--- config.mk ---
export PLATFORM = sky130hd
export DESIGN_NAME = ahbl_reg_mac_engine
export DESIGN_NICKNAME = d
export VERILOG_FILES = /design/src/rtl/ahbl_reg_mac_engine.sv
export SDC_FILE = /design/constraint.sdc
export NUM_CORES = 1
export LEC_CHECK = 0
export ABC_AREA = 1
export ABC_CLOCK_PERIOD_IN_PS = 6330
export BUFFER_PORTS_ARGS = -buffer_cell sky130_fd_sc_hd__buf_2
export CORE_UTILIZATION = 40
export CTS_BUF_LIST = sky130_fd_sc_hd__clkbuf_8
export CTS_CLUSTER_SIZE = 10
export DETAILED_ROUTE_END_ITERATION = 10
export PLACE_DENSITY = 0.68
export SETUP_SLACK_MARGIN = 0.15
export SLEW_MARGIN = 20
export SYNTH_ARGS = -nofsm -noshare
export SYNTH_HDL_FRONTEND = slang
export SYNTH_SLANG_ARGS = --single-unit
export TNS_END_PERCENT = 30
--- constraint.sdc ---
create_clock -name HCLK -period 6.33 [get_ports HCLK]
set_input_delay 0.9495 -clock HCLK [delete_from_list [all_inputs] [get_ports HCLK]]
set_output_delay 0.9495 -clock HCLK [all_outputs]
set_load 0.1 [all_outputs]
--- src/rtl/ahbl_reg_mac_engine.sv ---
// Int8 dot-product / saturating accumulate engine fed from the S0 register slave.
// Each STEP toggle pushes LANES signed int8 pairs through a multiply stage,
// a lane-sum stage and a saturating accumulate stage.
//
// Step handshake: CTRL_REG[2] is a toggle. A step is accepted on any edge where
// EN=1, CLR=0 and the toggle differs from its value at the previous edge. The
// toggle is tracked every cycle, so one rejected while EN=0 or CLR=1 is lost,
// not held back. Accepted steps travel as valid bits v1 -> v2 -> v3. The
// pipeline never stalls, so one step per cycle is always accepted. CLR drops
// every valid bit in flight.
module ahbl_reg_mac_engine #(
    parameter int LANES = 4,
    parameter int ACC_W = 32
) (
    input  logic             HCLK,
    input  logic             HRESET,
    input  logic [31:0]      CTRL_REG,
    input  logic [31:0]      A_REG,
    input  logic [31:0]      B_REG,
    output logic [ACC_W-1:0] ACC,
    output logic [15:0]      STEP_COUNT,
    output logic             BUSY,
    output logic             OVF
);

    logic en;
    logic clr;
    logic step_evt;

    logic                    step_q;
    logic                    v1_q;
    logic                    v2_q;
    logic                    v3_q;
    logic signed [15:0]      prod_d [LANES];
    logic signed [15:0]      prod_q [LANES];
    logic        [17:0]      sum_d;
    logic        [17:0]      sum_q;
    logic        [ACC_W:0]   acc_sum;
    logic        [ACC_W-1:0] acc_d;
    logic        [ACC_W-1:0] acc_q;
    logic        [15:0]      cnt_d;
    logic        [15:0]      cnt_q;
    logic                    ovf_d;
    logic                    ovf_q;

    assign en       = CTRL_REG[0];
    assign clr      = CTRL_REG[1];
    assign step_evt = en & ~clr & (CTRL_REG[2] != step_q);

    // Bits that carry no meaning for this block.
    logic unused_ctrl;
    assign unused_ctrl = ^CTRL_REG[31:3];

    if (LANES * 8 < 32) begin : g_unused_hi
        logic unused_hi;
        assign unused_hi = ^{A_REG[31:LANES*8], B_REG[31:LANES*8]};
    end

    // Track the toggle every cycle, reset included, so reset release never looks like a step.
    always_ff @(posedge HCLK) begin
        step_q <= CTRL_REG[2];
    end

    // Stage 1 products: each lane sign-extended to 16 bits before multiplying.
    always_comb begin
        for (int i = 0; i < LANES; i++) begin
            prod_d[i] = $signed({{8{A_REG[8*i+7]}}, A_REG[8*i +: 8]})
                      * $signed({{8{B_REG[8*i+7]}}, B_REG[8*i +: 8]});
        end
    end

    // Operand capture only on an accepted step; later A/B changes are invisible.
    always_ff @(posedge HCLK) begin
        if (step_evt) begin
            for (int i = 0; i < LANES; i++) begin
                prod_q[i] <= prod_d[i];
            end
        end
    end

    // Stage 2 lane sum. 18 bits holds four products of up to 2^14 without wrap.
    always_comb begin
        sum_d = '0;
        for (int i = 0; i < LANES; i++) begin
            sum_d = sum_d + {{2{prod_q[i][15]}}, prod_q[i]};
        end
    end

    // Lane sum register, loaded only behind a valid stage-1 step.
    always_ff @(posedge HCLK) begin
        if (v1_q) begin
            sum_q <= sum_d;
        end
    end

    // Stage 3 next state: one guard bit exposes overflow, which clamps toward its sign.
    always_comb begin
        acc_sum = {acc_q[ACC_W-1], acc_q} + {{(ACC_W-17){sum_q[17]}}, sum_q};
        acc_d   = acc_q;
        cnt_d   = cnt_q;
        ovf_d   = ovf_q;
        if (v2_q) begin
            cnt_d = cnt_q + 16'd1;
            if (acc_sum[ACC_W] != acc_sum[ACC_W-1]) begin
                ovf_d = 1'b1;
                acc_d = acc_sum[ACC_W] ? {1'b1, {(ACC_W-1){1'b0}}}
                                       : {1'b0, {(ACC_W-1){1'b1}}};
            end else begin
                acc_d = acc_sum[ACC_W-1:0];
            end
        end
    end

    // Valid pipeline and accumulator state. CLR acts like reset and beats a stage-3 update.
    always_ff @(posedge HCLK) begin
        if (HRESET || clr) begin
            v1_q  <= 1'b0;
            v2_q  <= 1'b0;
            v3_q  <= 1'b0;
            acc_q <= '0;
            cnt_q <= '0;
            ovf_q <= 1'b0;
        end else begin
            v1_q  <= step_evt;
            v2_q  <= v1_q;
            v3_q  <= v2_q;
            acc_q <= acc_d;
            cnt_q <= cnt_d;
            ovf_q <= ovf_d;
        end
    end

    assign ACC        = acc_q;
    assign STEP_COUNT = cnt_q;
    assign OVF        = ovf_q;
    assign BUSY       = v1_q | v2_q | v3_q;

endmodule

# Word level (Yosys, flattened, before mapping)
# Memories as Yosys holds them, arrays and structs flattened.
# Index checks and enable logic that the tools add are counted.
# Widths: inputs -> output; s select.
# classes
addsub	5
multipliers	4
eq_ne	2
muxes	4
n_bitwise	5
n_reduce_logical	2
# ops
cell	n
$mul 8x8->16	4
$mux 32	2
$add 32x18->33	1
$add 17x16->18	1
$add 18x18->18	1
$add 16x16->17	1
$add 16x1->16 const B	1
$and 1x1->1	2
$mux 1	2
$ne 1x1->1	2
$or 1x1->1	2
$reduce_and 2->1	1
$logic_or 1x1->1	1
$not 1->1	1
# word_totals
reg_bits	71
mem_bits_rw	64
input_bits	98
output_inout_bits	50
elab_cells	31
n_memories	1
# mem_list
name	words	width	rd	rd_ports_with_merged_regs	wr	line	rtl
prod_q	4	16	4	0	4	35	logic signed [15:0] prod_q [LANES];

# Logic depth before layout (Yosys ltp)
# Gate-level depths: netlist of the first run.
# depth
ltp_word	5
mapped_depth	21

# Worst setup path before layout of the first run
# Ideal clock, no wire load.
# synth_path
kind	input to register
start	in A_REG[24]
end	mem prod_q[3][14], data pin
setup_ps	260
t_arrival_ps	4850
t_required_ps	6070
slack_ps	1220
path_stages	18
path_cell_list	clkbuf_1 > or2_2 > fa_1 > fa_1 > inv_1 > fa_1 > inv_1 > fa_1 > inv_1 > ha_1 > inv_1 > nor3_1 > a21oi_1 > o21ai_0 > a21oi_1 > nor2_1 > nor2_1 > xor2_1
# synth_lines
element	line	rtl
start, declared	18	input logic [31:0] A_REG,
end, declared	35	

==> results.yml, run 1 <==
drt:
  routed_wl_um: 39200
  ant_nets: 0
  post_drt_via_cell_ratio: 4.71
  via_count: 13800
  drc: 0
  highest_layer: "met4"
  wl_per_cell_um: 13.4
  met1_length_um: 17500
  wl_met3_um: 1060
  drtIter0Drc: 734
  wl_met2_um: 20100
  first_pass_iters: 5
cells_and_area:
  fin_area_mm2: 0.0198
  fin_util_pct: 43.8
  diodes: 0
  synthToLayoutAreaGrowth_pct: 8.02
  fin_nets: 2838
  final_cell_mix: "inv_1, nand2_1, fa_1"
  final_common_cell: "inv_1"
  drive_gt1_share_pct: 9.43
sta:
  fin_ws_ns: 1.33
  maxSlewHeadroom_pct: 44.7
  rsz0062_at_grt: "no"
  final_max_slew_viol_count: 0
  min_period_ns: 5.00
  worst_slew_pin_slew_ns: 0.828
  max_freq_mhz: 200
  fin_setup_tns_ns: 0
  finalClockSkew_ns: 0.0175
  hold_viol_final: 0
  min_period_over_period_pct: 78.9
  setup_viol: 0
die:
  start_util_pct: 40.5
  io_pins: 148
  design.core.area_mm2: 0.0453
  die_y_um: 216
  num_rows: 78
  die_area_mm2: 0.0468
  die_x_um: 216
clock_network:
  clkLatencyLatePin_ns: 0.44
  cts_resized: 0
  cts.sinks: 135
  clk_path_buf_depth: 2
  holdBufCountCts: 0
  clkTransAtPathRegs_ns: 0.08
  cts_buffers: 17
  cts_setup_buffers: 0
  cts_max_level: 4
  root_buffer: "clkbuf_8"
  cts_tree: "done"
synth:
  synth.net_count: 2771
  synth_cell_type_count: 46
  yosys_most_used_dff: "edfxtp_1"
  yosysSeqAreaShare_pct: 19.2
  postSynth.asyncResetShare_pct: 0
  avgSynthCellArea_um2: 8.15
  netlist_area_mm2: 0.0184
  synth_edf_count: 82
  yosysWarningCount: 0
  netlist_instances: 2253
  synth-seq-cells: 135
power_and_ir_drop:
  p_leak_nw: 10.9
  vdd_drop_max_uv: 353
  p_per_area_mw_per_mm2: 403
placement:
  dpl.hpwl_um: 33200
  place_ws_ns: 0.893
  place_area_mm2: 0.0194
  io_buffers: 118
  routabilityCongestion: 0.877
global_route:
  grt_pass1_wl_um: 67500
  grt_pass1_vias: 14200
  grt_overflow: 0
  grt_max_degree: 66
  track_usage_pct: 17.6
  antenna_found_initial: 0
setup_path:
  cp_data_arrival_time_ns: 5.19
  end_kind: "flop"
  crit_required_ns: 6.53
  crit_path_start_kind: "input pin"
  worst-setup-path-type: "input pin to flop"
  cp_max_fo: 8
hold_path:
  holdCritPathClass: "flop to flop"
job:
  drv_cap: 0
outcome:
  status: "finished clean"
## power by group
group	switching (W)	internal (W)	total [W]	leakage (nW)
sequential	0.000124	0.00145	0.00157	1.18
combinational	0.00344	0.00225	0.00569	9.47
clock	0.000378	0.000360	0.000738	0.198
total	0.00394	0.00406	0.00800	10.9
## path summary, 6_finish.rpt
path,from,end,slack [ns],cells after the start
worst min-delay path,OVF,OVF,0.50,2
worst min register to register,OVF,OVF,0.50,2
worst max register to register,prod_q[3][1],sum_q[15],2.59,13
worst max-delay path,B_REG[31],prod_q[3][14],1.33,19
## through the flow
| stage | total power [W] | std cells | hold WS [ns] |
|---|---|---|---|
| 6_report | 0.00800 | 2933 | 0.500 |
| 4_1_cts | 0.00810 | 2932 | 0.509 |
| 5_1_grt | 0.00898 | 2933 | 0.545 |
| 2_1_floorplan | 0.00605 | 2253 | 0.526 |
| 3_3_place_gp | 0.00722 | 2900 | 0.479 |
| 3_5_place_dp | 0.00732 | 2900 | 0.488 |
## routing by layer
metal  up-vias  track usage [%]
li1       6882                -
met1      6671             22.5
met2       216             31.9
met3        34             1.60
met4         0             4.18
met5         -                0
## Yosys cell counts, types with 6 or more instances
master      n  share of area, %
edfxtp_1   82                13
o21bai_1    9              0.37
clkbuf_1   67               1.4
xnor2_1    38               1.8
inv_1     598                12
a21oi_2    24               1.1
nor2_1    101               2.1
buf_6       6              0.37
xor2_1     65               3.1
or2_2       6              0.20
nand2_2    21              0.72
nand2_1   459               9.4
nand3b_1    6              0.25
o21ai_0    67               1.8
a21oi_1   113               3.1
nand3_1    43               1.2
nor3_1     17              0.46
ha_1      166                11
fa_1      254                28
dfxtp_1    53               5.8
nand4_1     7              0.24
## worst max-delay path, cell delays in order
cell and delay, ns:
buf_2 0.10, inv_1 0.12, or2_2 0.32, fa_1 0.50, fa_1 0.54, inv_1 0.05
fa_1 0.54, inv_1 0.06, fa_1 0.53, inv_1 0.04, ha_1 0.34, inv_1 0.10
nor3_1 0.19, a21oi_1 0.12, o21ai_0 0.27, a21oi_1 0.11, nor2_1 0.10, nor2_1 0.05
xor2_1 0.13
## cell families after synthesis
family / count (synthesis) / synth area share, %
AOI/OAI and AO/OA: 244 / 7.71
buffers and inverters: 677 / 14.1
DFF: 135 / 19.2
and+or+nand+nor: 674 / 15.1
xor gates and xnor gates: 103 / 4.91
adders and majority gates: 420 / 39.0
## layout make-up
type                    instances  area, µm²
clock inverters                15        168
clock buffers                  17        234
repair buffers                122        641
well taps                     600        751
flip-flops and latches        135       3520
inverters                     603       2260
fillers                      4453      25500
multi-input cells            1441      12200
## state kept, by name (all words and copies together), names as in the netlist
register / count
ACC: 32
OVF: 1
STEP_COUNT: 16
prod_q: 64
step_q: 1
sum_q: 18
v1_q: 1
v2_q: 1
v3_q: 1
Note: power is estimated with default switching activity, not from simulation.
==> inputs of run 2 (changes only) <==
--- a/config.mk
+++ b/config.mk
@@ -6,13 +6,13 @@
 export NUM_CORES = 1
 export LEC_CHECK = 0
 export ABC_AREA = 1
-export ABC_CLOCK_PERIOD_IN_PS = 6330
+export ABC_CLOCK_PERIOD_IN_PS = 4200
 export BUFFER_PORTS_ARGS = -buffer_cell sky130_fd_sc_hd__buf_2
 export CORE_UTILIZATION = 40
 export CTS_BUF_LIST = sky130_fd_sc_hd__clkbuf_8
 export CTS_CLUSTER_SIZE = 10
 export DETAILED_ROUTE_END_ITERATION = 10
-export PLACE_DENSITY = 0.68
+export PLACE_DENSITY = 0.7
 export SETUP_SLACK_MARGIN = 0.15
 export SLEW_MARGIN = 20
 export SYNTH_ARGS = -nofsm -noshare
==> constraint.sdc (replaced) <==
create_clock -name HCLK -period 4.2 [get_ports HCLK]
set_input_delay 0.63 -clock HCLK [delete_from_list [all_inputs] [get_ports HCLK]]
set_output_delay 0.63 -clock HCLK [all_outputs]
set_load 0.1 [all_outputs]
==> run 2 against run 1 <==
Worst hold slack got worse by 0.19 ns. Global-route usage increased by 0.85 points. Setup slack got worse by 1.2 ns. Clock power increased by 57%. Critical endpoint is now prod_q[0][15]. Die area unchanged.
==> results.yml, run 2 (synthesis gave the netlist of run 1 again) <==
sta:
  maxSlewHeadroom_pct: 45.6
  fin_ws_ns: 0.129
  max_freq_mhz: 246
  final_max_slew_viol_count: 0
  hold_viol_final: 0
  min_period_ns: 4.07
  rsz0062_at_grt: "yes"
  fin_setup_tns_ns: 0
  min_period_over_period_pct: 96.9
  setup_viol: 0
  worst_slew_pin_slew_ns: 0.815
  finalClockSkew_ns: 0.0256
cells_and_area:
  largest_reg_flops: 64
  drive_gt1_share_pct: 21.7
  fin_nets: 3036
  fin_area_mm2: 0.0221
  final_common_cell: "inv_1"
  final_cells: 3132
  final_cell_mix: "inv_1, nand2_1, fa_1"
  synthToLayoutAreaGrowth_pct: 20.3
  top_register: "prod_q"
power_and_ir_drop:
  p_leak_nw: 11.9
  design_power_total_w: 0.0146
  p_per_area_mw_per_mm2: 662
  vdd_drop_max_uv: 517
clock_network:
  clk_path_buf_depth: 2
  cts_buffers: 17
  cts.sinks: 135
  cts_tree: "done"
  clkTransAtPathRegs_ns: 0.09
  root_buffer: "clkbuf_8"
  cts_max_level: 4
  clkLatencyLatePin_ns: 0.46
hold_path:
  holdCritPathClass: "input pin to flop"
  hold_start: "CTRL_REG[2]"
  whs_endpoint: "step_q"
  hold_depth: 1
global_route:
  met3_usage_pct: 1.52
  grt_overflow: 0
  grt_use_met1_pct: 23.5
  grt_max_degree: 44
  antenna_found_initial: 1
  grt_pass1_vias: 15200
  grt_pass1_wl_um: 71000
  track_usage_pct: 18.5
  grt-busiest-layer: "met2"
  grtUsageMet2_pct: 34.1
drt:
  routed_wl_um: 41900
  post_drt_via_cell_ratio: 4.69
  first_pass_iters: 4
  via_count: 14700
  ant_nets: 0
  drc: 0
  drtIter0Drc: 581
  wl_per_cell_um: 13.4
placement:
  io_buffers: 118
  placed_cells: 3088
  routabilityCongestion: 0.881
  dpl.hpwl_um: 35500
  place_ws_ns: -0.456
  place_area_mm2: 0.0211
die:
  io_pins: 148
  num_rows: 78
  design.core.area_mm2: 0.0453
  die_area_mm2: 0.0468
  start_util_pct: 40.5
  die_y_um: 216
  die_x_um: 216
setup_path:
  end_kind: "flop"
  r2r_setup_slack_ns: 0.48
  max_stage_delay_ns: 0.52
  cp_data_arrival_time_ns: 4.33
  rr_startpoint: "prod_q[0][1]"
  crit_required_ns: 4.46
  crit_path_start_kind: "input pin"
  ff2ff_path_depth: 13
  worstPathCellList: "buf_2 > buf_4 > nand2_1 > inv_1 > ha_1 > fa_1 > inv_1 > fa_1 > fa_1 > inv_1 > ha_1 > a21oi_2 > nand2_1 > a21oi_2 > o21ai_2 > a21oi_2 > nor2_1 > nor2_1 > xor2_1"
  r2r_end: "sum_q[15]"
  cpMaxStageDelayCell: "fa_1"
  cp_max_fo: 6
  worst-setup-path-type: "input pin to flop"
job:
  drv_cap: 0
outcome:
  status: "finished clean"
-- run 2: cell type report --
type / instances / area [µm²]
diodes: 1 / 2.50
clock buffers: 17 / 234
clock inverters: 15 / 180
fillers: 4314 / 23200
inverters: 603 / 2270
multi-input cells: 1441 / 12900
flip-flops and latches: 135 / 3520
well taps: 600 / 751
repair buffers: 320 / 2240
-- run 2: metrics by stage --
step	utilization [%]	hold WS [ns]
2_1_floorplan	-	0.526
3_3_place_gp	46.5	0.480
3_5_place_dp	46.5	0.480
4_1_cts	47.4	0.281
5_1_grt	48.7	0.281
6_report	48.7	0.305
-- run 2: critical path, delay by kind of cell --
family	cells	cell delay, ns
AOI/OAI and AO/OA	4	0.57
buffers and inverters	5	0.43
xor gates and xnor gates	1	0.27
adders and majority gates	5	2.13
and+or+nand+nor	4	0.32
-- run 2: per-layer routing --
layer / part of all wire [%] / vias up
li1: - / 7295
met1: 44 / 7174
met2: 52 / 200
met3: 2.2 / 30
met4: 1.0 / 0
met5: 0 / -
-- run 2: worst max-delay path by stage --
stage | start | endpoint | slack [ns] | depth (start not counted)
global route | A_REG[5] | prod_q[0][15] | -0.05 | 19
detailed placement | B_REG[7] | prod_q[0][14] | -0.46 | 16
floorplan | A_REG[28] | prod_q[3][14] | -0.17 | 18
CTS | A_REG[6] | prod_q[0][15] | 0.12 | 20
global placement | B_REG[7] | prod_q[0][14] | -0.36 | 18
finish | A_REG[5] | prod_q[0][15] | 0.13 | 19
-- run 2: where the power goes --
group | leakage, nW | switching [W] | internal, W | total, W
registers | 1.18 | 0.000186 | 0.00218 | 0.00236
clock network | 0.213 | 0.000608 | 0.000556 | 0.00116
logic | 10.5 | 0.00610 | 0.00499 | 0.0111
total | 11.9 | 0.00689 | 0.00772 | 0.0146
-- run 2: what timing repair did --
item | in CTS | in global routing
gates resized for setup | 5 | 152
pin swaps | 5 | 68
cloned | 0 | 0
hold buffers | 0 | 0
setup endpoints to repair | 7 | 18
setup buffers | 2 | 9
